### config.mk
export PLATFORM = sky130hd
export DESIGN_NAME = media_notas_flat
export DESIGN_NICKNAME = d
export VERILOG_FILES = /design/src/rtl/media_notas_if.sv /design/src/rtl/media_notas.sv /design/src/flat_wrapper.sv
export SDC_FILE = /design/constraint.sdc
export NUM_CORES = 1
export LEC_CHECK = 0
export CORE_MARGIN = 2
export CORE_UTILIZATION = 57
export CTS_BUF_LIST = sky130_fd_sc_hd__clkbuf_8 sky130_fd_sc_hd__clkbuf_16
export DETAILED_ROUTE_END_ITERATION = 10
export GPL_TIMING_DRIVEN = 0
export PLACE_DENSITY = 0.91
export SYNTH_ARGS = -nofsm -noshare
export SYNTH_HDL_FRONTEND = slang
export SYNTH_SLANG_ARGS = --single-unit
### constraint.sdc
create_clock -name clk_2 -period 5.75 [get_ports clk_2]
set_clock_uncertainty 0.05 [all_clocks]
set_input_delay 1.15 -clock clk_2 [delete_from_list [all_inputs] [get_ports clk_2]]
set_output_delay 1.15 -clock clk_2 [all_outputs]
set_load 0.03 [all_outputs]
### src/rtl/media_notas_if.sv
// Bundle of the grade-entry and display signals between the lab-board switches
// and the averaging block; clk_2 and reset stay outside as plain ports.
interface media_notas_if #(
  parameter int NBITS_NOTA = 4,
  parameter int NBITS_CNT  = 4
);
  localparam int NBITS_SOMA = NBITS_NOTA + NBITS_CNT;

  logic [NBITS_NOTA-1:0] nota_in;
  logic                  enter;
  logic                  modo;
  logic [7:0]            SEG;
  logic [NBITS_NOTA-1:0] media;
  logic [NBITS_CNT-1:0]  count;
  logic [NBITS_SOMA-1:0] soma;
  logic                  busy;
  logic                  full;

  // Entry handshake: a rising edge of enter submits nota_in, but only while
  // busy is low and full is low; any other rising edge is dropped, not queued.
  modport master (
    output nota_in, enter, modo,
    input  SEG, media, count, soma, busy, full
  );

  modport slave (
    input  nota_in, enter, modo,
    output SEG, media, count, soma, busy, full
  );
endinterface

### src/rtl/media_notas.sv
// Running sum/count of switch-entered grades, a restoring divider for the floor
// average, and an A/F/P seven-segment classifier of the grade or the average.
module media_notas #(
  parameter int          NBITS_NOTA = 4,
  parameter int          MAX_NOTAS  = 8,
  parameter int          LIM_A      = 7,
  parameter int          LIM_F      = 4,
  parameter logic [7:0]  LETRA_A    = 8'b01110111,
  parameter logic [7:0]  LETRA_F    = 8'b01110001,
  parameter logic [7:0]  LETRA_P    = 8'b01110011
) (
  input  logic         clk_2,
  input  logic         reset,
  media_notas_if.slave bus
);
  localparam int NBITS_CNT  = $clog2(MAX_NOTAS + 1);
  localparam int NBITS_SOMA = NBITS_NOTA + NBITS_CNT;
  localparam int NBITS_IT   = $clog2(NBITS_SOMA + 1);
  localparam logic [NBITS_IT-1:0]  IT_LAST  = NBITS_IT'(NBITS_SOMA - 1);
  localparam logic [NBITS_CNT-1:0] CNT_MAX  = NBITS_CNT'(MAX_NOTAS);

  typedef enum logic {S_IDLE, S_DIV} state_t;

  state_t                state_q, state_nx;
  logic                  enter_q;
  logic [NBITS_SOMA-1:0] soma_q;
  logic [NBITS_CNT-1:0]  count_q;
  logic [NBITS_NOTA-1:0] media_q;
  logic [NBITS_SOMA-1:0] rem_q, quo_q, dvsr_q;
  logic [NBITS_IT-1:0]   it_q;

  logic                  req, full_w, busy_w, load, div_last;
  logic [NBITS_SOMA-1:0] soma_new;
  logic [NBITS_CNT-1:0]  count_new;
  logic [NBITS_SOMA:0]   rem_sh, dvsr_ext;
  logic                  ge;
  logic [NBITS_SOMA-1:0] rem_nx, quo_nx;
  logic [NBITS_NOTA-1:0] v;

  assign req       = bus.enter & ~enter_q;
  assign full_w    = (count_q == CNT_MAX);
  assign soma_new  = soma_q + NBITS_SOMA'(bus.nota_in);
  assign count_new = count_q + NBITS_CNT'(1);

  // State register
  always_ff @(posedge clk_2) begin
    if (reset) state_q <= S_IDLE;
    else       state_q <= state_nx;
  end

  // Next-state logic
  always_comb begin
    state_nx = state_q;
    case (state_q)
      S_IDLE:  if (req && !full_w) state_nx = S_DIV;
      S_DIV:   if (it_q == IT_LAST) state_nx = S_IDLE;
      default: state_nx = S_IDLE;
    endcase
  end

  // FSM outputs
  always_comb begin
    busy_w   = 1'b0;
    load     = 1'b0;
    div_last = 1'b0;
    case (state_q)
      S_IDLE: load = req && !full_w;
      S_DIV: begin
        busy_w   = 1'b1;
        div_last = (it_q == IT_LAST);
      end
      default: ;
    endcase
  end

  // One restoring step: shift the next dividend bit into the partial remainder
  // and subtract the divisor when it fits. The remainder stays below the divisor,
  // so dropping the top bit of the difference loses nothing.
  always_comb begin
    rem_sh   = {rem_q, quo_q[NBITS_SOMA-1]};
    dvsr_ext = {1'b0, dvsr_q};
    ge       = (rem_sh >= dvsr_ext);
    rem_nx   = ge ? NBITS_SOMA'(rem_sh - dvsr_ext) : rem_sh[NBITS_SOMA-1:0];
    quo_nx   = {quo_q[NBITS_SOMA-2:0], ge};
  end

  always_ff @(posedge clk_2) begin
    if (reset) begin
      enter_q <= 1'b0;
      soma_q  <= '0;
      count_q <= '0;
      media_q <= '0;
      rem_q   <= '0;
      quo_q   <= '0;
      dvsr_q  <= '0;
      it_q    <= '0;
    end else begin
      enter_q <= bus.enter;
      if (load) begin
        soma_q  <= soma_new;
        count_q <= count_new;
        rem_q   <= '0;
        quo_q   <= soma_new;
        dvsr_q  <= NBITS_SOMA'(count_new);
        it_q    <= '0;
      end else if (busy_w) begin
        rem_q <= rem_nx;
        quo_q <= quo_nx;
        it_q  <= it_q + NBITS_IT'(1);
        // The average never exceeds the largest grade, so the low bits are exact.
        if (div_last) media_q <= quo_nx[NBITS_NOTA-1:0];
      end
    end
  end

  always_comb begin
    v = bus.modo ? media_q : bus.nota_in;
    if (int'(v) >= LIM_A)      bus.SEG = LETRA_A;
    else if (int'(v) >= LIM_F) bus.SEG = LETRA_F;
    else                       bus.SEG = LETRA_P;
  end

  assign bus.media = media_q;
  assign bus.count = count_q;
  assign bus.soma  = soma_q;
  assign bus.busy  = busy_w;
  assign bus.full  = full_w;
endmodule

### src/flat_wrapper.sv
// flat-port wrapper written by rule: the top's interface ports become plain ports
module media_notas_flat 
#(
  parameter int          NBITS_NOTA = 4,
  parameter int          MAX_NOTAS  = 8,
  parameter int          LIM_A      = 7,
  parameter int          LIM_F      = 4,
  parameter logic [7:0]  LETRA_A    = 8'b01110111,
  parameter logic [7:0]  LETRA_F    = 8'b01110001,
  parameter logic [7:0]  LETRA_P    = 8'b01110011
)
  (clk_2, reset, bus_nota_in, bus_enter, bus_modo, bus_SEG, bus_media, bus_count, bus_soma, bus_busy, bus_full);
  media_notas_if #(.NBITS_NOTA(NBITS_NOTA), .NBITS_CNT((4))) bus_i ();
  input  logic clk_2;
  input  logic reset;
  input wire logic [$bits(bus_i.nota_in)-1:0] bus_nota_in;
  input wire logic [$bits(bus_i.enter)-1:0] bus_enter;
  input wire logic [$bits(bus_i.modo)-1:0] bus_modo;
  output wire logic [$bits(bus_i.SEG)-1:0] bus_SEG;
  output wire logic [$bits(bus_i.media)-1:0] bus_media;
  output wire logic [$bits(bus_i.count)-1:0] bus_count;
  output wire logic [$bits(bus_i.soma)-1:0] bus_soma;
  output wire logic [$bits(bus_i.busy)-1:0] bus_busy;
  output wire logic [$bits(bus_i.full)-1:0] bus_full;
  assign bus_i.nota_in = bus_nota_in;
  assign bus_i.enter = bus_enter;
  assign bus_i.modo = bus_modo;
  assign bus_SEG = bus_i.SEG;
  assign bus_media = bus_i.media;
  assign bus_count = bus_i.count;
  assign bus_soma = bus_i.soma;
  assign bus_busy = bus_i.busy;
  assign bus_full = bus_i.full;
  media_notas #(.NBITS_NOTA(NBITS_NOTA), .MAX_NOTAS(MAX_NOTAS), .LIM_A(LIM_A), .LIM_F(LIM_F), .LETRA_A(LETRA_A), .LETRA_F(LETRA_F), .LETRA_P(LETRA_P)) u_core (.clk_2(clk_2), .reset(reset), .bus(bus_i));
endmodule
# Word-level counts from Yosys, hierarchy flattened
# Cells that the tools add are included.
[word_totals]
wordCells = 38
reg_bits = 38
[classes]
eq_ne = 2
n_mux = 12
bitwise = 4
reduce_logical = 5
addsub = 4
n_lt_le_gt_ge = 3
[op_table]
columns = ["operator", "count"]
rows = [
  ["$mux 8", 4],
  ["$ge 9x4->1", 1],
  ["$add 4x1->4 const B", 2],
  ["$add 8x4->8", 1],
  ["$ge 4x3->1 const B", 2],
  ["$sub 8x4->8", 1],
  ["$mux 1", 5],
  ["$eq 4x3->1 const B", 1],
  ["$eq 4x4->1 const B", 1],
  ["$mux 4", 1],
  ["$not 1->1", 3],
  ["$reduce_and 3->1", 1],
  ["$mux 2", 1],
  ["$pmux 1 s2", 1],
  ["$reduce_bool 2->1", 1],
  ["$reduce_or 2->1", 1],
  ["$and 1x1->1", 1],
  ["$logic_and 1x1->1", 1],
  ["$logic_not 1->1", 1],
]

# Depth between registers and ports, before layout
# Gate-level depths: netlist (run 1).
[logic_depth]
word_depth = 6
depth_mapped = 9

# Worst setup path before layout (run 1)
# OpenSTA, ideal clock, no wires.
[synth_path]
kind = "input to output"
from = "input port bus_nota_in[0]"
to = "output port bus_SEG[1]"
arrival_ps = 2062
stages = 3
n_path_buf = 0
required_ps = 4550
slack_ps = 2488
path_cell_list = "a311oi_1 -> a21oi_1 -> or2_2"
[synth_between]
elab_chain_cells = 4
elab_cells_between_ends = 5
cone_classes = "2 x order compare; 3 x mux"
[synth_rtl]
columns = ["element", "line", "rtl"]
rows = [
  ["start, declared", "flat_wrapper.sv:16", "input wire logic [$bits(bus_i.nota_in)-1:0] bus_nota_in;"],
  ["$mux 4 *", "media_notas.sv:117", "v = bus.modo ? media_q : bus.nota_in;"],
  ["$ge 4x3->1", "media_notas.sv:119", "else if (int'(v) >= LIM_F) bus.SEG = LETRA_F;"],
  ["$mux 2", "media_notas.sv:119", ""],
  ["$mux 8 *", "media_notas.sv:118", "if (int'(v) >= LIM_A) bus.SEG = LETRA_A;"],
  ["end, declared", "flat_wrapper.sv:19", "output wire logic [$bits(bus_i.SEG)-1:0] bus_SEG;"],
]
# Mark *: on every way between the ends. The rest lies on a longest branch, timed or not.

# Worst setup path in the final report (run 1)
[layout_path]
from = "input port bus_nota_in[1]"
to = "output port bus_SEG[1]"
# Same word-level chain as after synthesis.

==> results of run 1 <==
## report_power, final
| group | internal, mW | switching (mW) | leakage, nW | total [mW] |
|---|---|---|---|---|
| sequential | 0.278 | 0.0144 | 0.310 | 0.292 |
| clock | 0.126 | 0.0942 | 0.0607 | 0.220 |
| combinational | 0.0659 | 0.0885 | 0.608 | 0.154 |
| total | 0.470 | 0.197 | 0.979 | 0.667 |
## cells in the mapped netlist (all sizes together), types with 3 or more instances
cell and instances:
nand2b 3, xnor2 9, nand2 25, xor2 5, a211oi 6, a21o 3
nand3 3, dfxtp 38, ha 11, nor2b 3, or3 6, nand4 5
o21ai 11, mux2i 5, nor2 26, buf 11, inv 9, a21oi 22
a311oi 3, or2 3, nor3 7, clkbuf 8
## path summary, 6_finish.rpt
path,from,cells past startpoint,to,slack [ns]
worst max register to register,u_core.bus.count[1],7,u_core.rem_q[0],3.39
worst min-delay path,u_core.quo_q[5],2,u_core.quo_q[6],0.42
worst min register to register,u_core.quo_q[5],2,u_core.quo_q[6],0.42
worst max-delay path,bus_nota_in[1],5,bus_SEG[1],1.61
## cell type report
class	instances	area, um^2
multi-input combinational	190	1226
fill	309	1069
sequential	38	760.7
timing repair buffer	26	260.3
buffer	19	117.6
clock buffer	5	68.82
tap	48	60.06
clock inverter	3	37.54
inverter	9	33.78
## registers in the layout, summed over array words and instances, names as in the netlist
signal            count
u_core.bus.soma       8
u_core.quo_q          8
u_core.rem_q          8
u_core.bus.media      4
u_core.state_q        1
u_core.it_q           4
u_core.bus.count      4
u_core.enter_q        1
## critical path: cells and delay by family
| family | cells | cell delay [ns] |
|---|---|---|
| compound gates | 2 | 0.41 |
| buf+inv | 2 | 1.08 |
| simple gates | 1 | 0.29 |
## kinds of logic (layout without fill, tap and decap cells)
family / after synthesis / count (layout) / share of synthesized area
other: 2 / 6 / 0.003537
multiplexers: 7 / 7 / 0.03418
flip-flops: 38 / 38 / 0.3583
adder cells (fa/ha/maj): 13 / 13 / 0.08368
AO/OA/AOI/OAI: 56 / 56 / 0.1644
XOR/XNOR: 14 / 14 / 0.05775
AND/OR/NAND/NOR: 94 / 94 / 0.2269
buffers and inverters: 28 / 62 / 0.07130
## layout by cell type, fill, tap and decap left out, types with 3 or more instances in the layout
| cell type | n |
|---|---|
| a211oi_1 | 6 |
| a21o_1 | 3 |
| a21oi_1 | 22 |
| a311oi_1 | 3 |
| buf_4 | 6 |
| buf_6 | 3 |
| clkbuf_1 | 8 |
| clkbuf_8 | 5 |
| clkdlybuf4s50_1 | 26 |
| conb_1 | 6 |
| dfxtp_1 | 38 |
| ha_1 | 11 |
| inv_1 | 11 |
| mux2i_1 | 5 |
| nand2_1 | 25 |
| nand2b_1 | 3 |
| nand3_1 | 3 |
| nand4_1 | 5 |
| nor2_1 | 26 |
| nor2b_1 | 3 |
| nor3_1 | 6 |
| o21ai_0 | 11 |
| or3_1 | 5 |
| xnor2_1 | 9 |
| xor2_1 | 5 |
## metal layers
layer	track usage	share of wire	up-vias
li1	-	-	941
met1	0.3018	0.44	891
met2	0.4188	0.49	60
met3	0.04167	0.055	8
met4	0.09896	0.016	0
met5	0	0	-
==> run summary, run 1 <==
final WL - 4758 um
clock sinks - 38
number of global-route vias before repair - 1757
outcome - finished, final reports clean
initial core utilization - 0.5844
initial drt markers - 86
sequential cell area fraction in the yosys report - 0.3583
Ports - 34
vias - 1900
EDFF count, synth - 0
Final Setup Violations - 0
count of final hold-check violations - 0
area leader, netlist - dfxtp_1
vias per inst - 5.621
category of the most critical setup path - in -> out
first-pass GRT wire length - 7893 um
worst hold path type - reg -> reg
ys async rst share - 0
final instance area - 2565 um^2
placed cell areas - 2459 um^2
initial antenna violation count - 0
placed cells - 330
final worst slack - 1.607 ns
CP startpoint kind - input pin
top-area cell type share of the netlist area - 0.3583
dpl hpwl - 3527 um
TritonCTS clock tree - yes
Die Width - 65.04 um
largest net degree at the start of global routing - 12
VDD IR-drop max - 0.1747 mV
FMAX - 241.3 MHz
Worst-path clk slew - 0.07 ns
Netlist cell types - 49
final period utilization - 0.7206
synthesized cell area - 2123 um^2
most frequent CP cell - clkdlybuf4s50_1
Port Buffers - 26
total die area - 4230 um^2
synthesized area per cell - 8.426 um^2
grt ovf - 0
Cell Rows - 22
Tmin final - 4.143 ns
DRC viols - 0
Pre-antenna DRT Iters - 4
DIE HEIGHT - 65.04 um
hold slack - 0.4201 ns
setup TNS - 0 ns
Place WS - 1.584 ns
Clock Path Buffers - 2
Ys Warns - 0
Max Cap Viol - 0
Slew @ Worst Pin - 0.6674 ns
Crit-path slowest cell - clkdlybuf4s50_1
CTS H-Tree Depth - 2
GPL Wtd Cong - 0.8425
clk_lat worst skew - 0.29 ns
endpoint class of the critical path - output pin
CP cell instances - clkdlybuf4s50_1 -> a311oi_1 -> a21oi_1 -> or2_2 -> clkdlybuf4s50_1
nets - 310
Synth Flop Type - dfxtp_1
Slowest Stage Delay on Critical Path - 0.59 ns
Synth area leaders - dfxtp_1 (36%), ha_1 (6.5%), a21oi_1 (5.2%)
fin. max-slew vios - 0
clk root buf - clkbuf_8
Layout Cells excl Fill - 338
core footprint - 3633 um^2
pwr dens - 260.0 nW/um^2
P_leak - 0.9791 nW
Power Total - 666.9 uW
Area Overhead vs Synth - 20.80%
clock buffer count from CTS - 5
share of layout cells above drive strength 1 - 0.08276
Synth Register Bits - 38
critical path required time - 4.55 ns
Setup Buffers After CTS - 0
Mapped Cells - 252
Data arrival, critical path - 2.94 ns
RSZ-0062 raised after global routing - no
count of hold-fix buffers inserted at cts - 0
WL per Instance - 14.08 um
antenna viol nets, final - 0
maximum fanout along the worst path - 3
GRT Util Overall - 0.2437
Diodes inserted - 0
Max-slew headroom - 0.5527
cts repair resizes - 0
Finished Core Util - 0.7059
(Power assumes the default switching activity.)
==> run 2, diff against run 1 <==
- CORE_UTILIZATION: 57 -> 48
- PLACE_DENSITY: 0.91 -> 0.83
- clock period: 5.75 -> 3.5 ns (I/O delays scaled with it)
==> run 2 against run 1 <==
  * Hold slack better by 0.0033 ns
  * Worst setup slack worse by 1.3 ns
  * Combinational power is 64% higher
  * First-iteration DRC count is 21% lower
  * Cell count is 0.59% higher
  * Core utilization is 11 points lower
  * Critical path depth stayed put
  * Cell area is 0.73% lower
  * Critical endpoint unchanged
  * Highest routed layer unchanged
==> run summary, run 2 (same netlist as run 1, synthesis figures left out) <==
VDD IR-drop max - 0.2482 mV (+42%)
clk_lat worst skew - 0.29 ns (about the same)
initial antenna violation count - 0 (unchanged)
outcome - finished, final reports clean
count of hold-fix buffers inserted at cts - 0 (unchanged)
dpl hpwl - 3344 um (-5.2%)
flip-flop and latch area - 760.7 um^2 (unchanged)
Top Family by Delay on Critical Path - buffers and inverters
final worst slack - 0.3462 ns (-1.260 ns)
Max Cap Viol - 0 (unchanged)
GPL Wtd Cong - 0.7850 (-6.8%)
Area Overhead vs Synth - 19.92%
Data arrival, critical path - 2.40 ns (-0.54 ns)
total die area - 4972 um^2 (+18%)
critical path required time - 2.75 ns (-1.80 ns)
Crit-path slowest cell - clkdlybuf4s50_1
Final Setup Violations - 0 (unchanged)
Slew @ Worst Pin - 0.6272 ns (-0.04018 ns)
DIE HEIGHT - 70.51 um (+8.4%)
leading cell type in the layout, fill and taps excluded - dfxtp_1
endpoint class of the critical path - output pin
worst hold path type - reg -> reg
fin. max-slew vios - 0 (unchanged)
final period utilization - 0.9011
cts repair resizes - 0 (unchanged)
Port Buffers - 26 (unchanged)
TritonCTS clock tree - yes
crit path buf inv count - 2 (unchanged)
clock sinks - 38 (unchanged)
Setup Buffers After CTS - 0 (unchanged)
number of global-route vias before repair - 1756 (-0.057%)
Slowest Stage Delay on Critical Path - 0.59 ns (about the same)
initial drt markers - 68 (-21%)
Max-slew headroom - 0.5796 (+0.02693)
Ports - 34 (unchanged)
final WL - 4468 um (-6.1%)
maximum fanout along the worst path - 3 (unchanged)
Fill cells - 384 (+24%)
pwr dens - 404.9 nW/um^2 (+56%)
Tmin final - 3.154 ns
most frequent cells in the layout - dfxtp_1 (38), nor2_1 (26), clkdlybuf4s50_1 (26), nand2_1 (25), a21oi_1 (22)
category of the most critical setup path - in -> out
initial core utilization - 0.4945 (-0.08990)
count of final hold-check violations - 0 (unchanged)
RSZ-0062 raised after global routing - no
grt ovf - 0 (unchanged)
FMAX - 317.1 MHz
clock buffer count from CTS - 5 (unchanged)
Place WS - 0.3321 ns (-1.252 ns)
most frequent CP cell - clkdlybuf4s50_1
CP cell instances - clkdlybuf4s50_1 -> a311oi_1 -> a21oi_1 -> or2_2 -> clkdlybuf4s50_1
Diodes inserted - 0 (unchanged)
P_leak - 0.9615 nW (-1.8%)
core footprint - 4294 um^2 (+18%)
vias - 1833 (-3.5%)
DRC viols - 0 (unchanged)
nets - 310 (unchanged)
Die Width - 70.51 um (+8.4%)
Worst-path clk slew - 0.07 ns (about the same)
Cell Rows - 24 (+9.1%)
clk root buf - clkbuf_8
vias per inst - 5.391 (-4.1%)
share of layout cells above drive strength 1 - 0.08333 (+0.0005747)
antenna viol nets, final - 0 (unchanged)
WL per Instance - 13.14 um (-6.6%)
CP startpoint kind - input pin
footprint of the multi-input gates - 1226 um^2 (unchanged)
final instance area - 2546 um^2 (-0.73%)
largest net degree at the start of global routing - 11 (-1)
setup TNS - 0 ns (unchanged)
first-pass GRT wire length - 7679 um (-2.7%)
placed cell areas - 2464 um^2 (+0.20%)
CTS H-Tree Depth - 2 (unchanged)
Clock Path Buffers - 2 (unchanged)
Pre-antenna DRT Iters - 4 (unchanged)
GRT Util Overall - 0.1915 (-0.05220)
run 2: tightest hold or removal path, stage by stage, from the launching register on:
cell and delay (ns):
dfxtp_1 0.31, nand2_1 0.05, o22ai_1 0.06
run 2: per-layer routing:
layer / share of wire / vias to the layer above / wire (um) / GRT usage
met5: 0 / - / 0 / 0
met4: 0.022 / 0 / 97 / 0.08547
met3: 0.035 / 10 / 157 / 0.03030
met2: 0.44 / 32 / 1974 / 0.3103
met1: 0.50 / 844 / 2240 / 0.2513
li1: - / 947 / - / -
run 2: final timing paths:
path              cells after the start           startpoint               to  slack [ns]
setup / recovery                      5       bus_nota_in[1]       bus_SEG[1]        0.35
hold / removal                        2      u_core.quo_q[5]  u_core.quo_q[6]        0.42
setup reg to reg                      7  u_core.bus.count[1]  u_core.rem_q[4]        1.12
hold reg to reg                       2      u_core.quo_q[5]  u_core.quo_q[6]        0.42
run 2: metrics by stage:
stage	instances	utilization	power [mW]	hold WS (ns)
final	340	0.5929	1.031	0.4233
after global routing	340	0.5929	1.079	0.4358
after CTS	340	0.5929	1.033	0.4239
after detailed placement	334	0.5737	0.7391	0.4126
after global placement	334	0.5737	0.7322	0.4038
after floorplan	256	-	0.6720	0.3911
run 2: report_power, final:
part / total (mW) / switching (mW) / internal, mW
combinational: 0.252 / 0.144 / 0.108
clock: 0.299 / 0.147 / 0.152
sequential: 0.480 / 0.0235 / 0.456
run 2: final cells by class:
cell class	instances	share of cell area
multi-input combinational	190	0.4816
clock buffer	6	0.03243
buffer	19	0.04619
inverter	9	0.01327
tap	52	0.02555
sequential	38	0.2988
timing repair buffer	26	0.1022
==> run 3, diff against run 2 <==
- SKIP_LAST_GASP: default -> 1
==> results of run 3 <==
The final DEF is identical to that of run 2; final timing and power are the same.
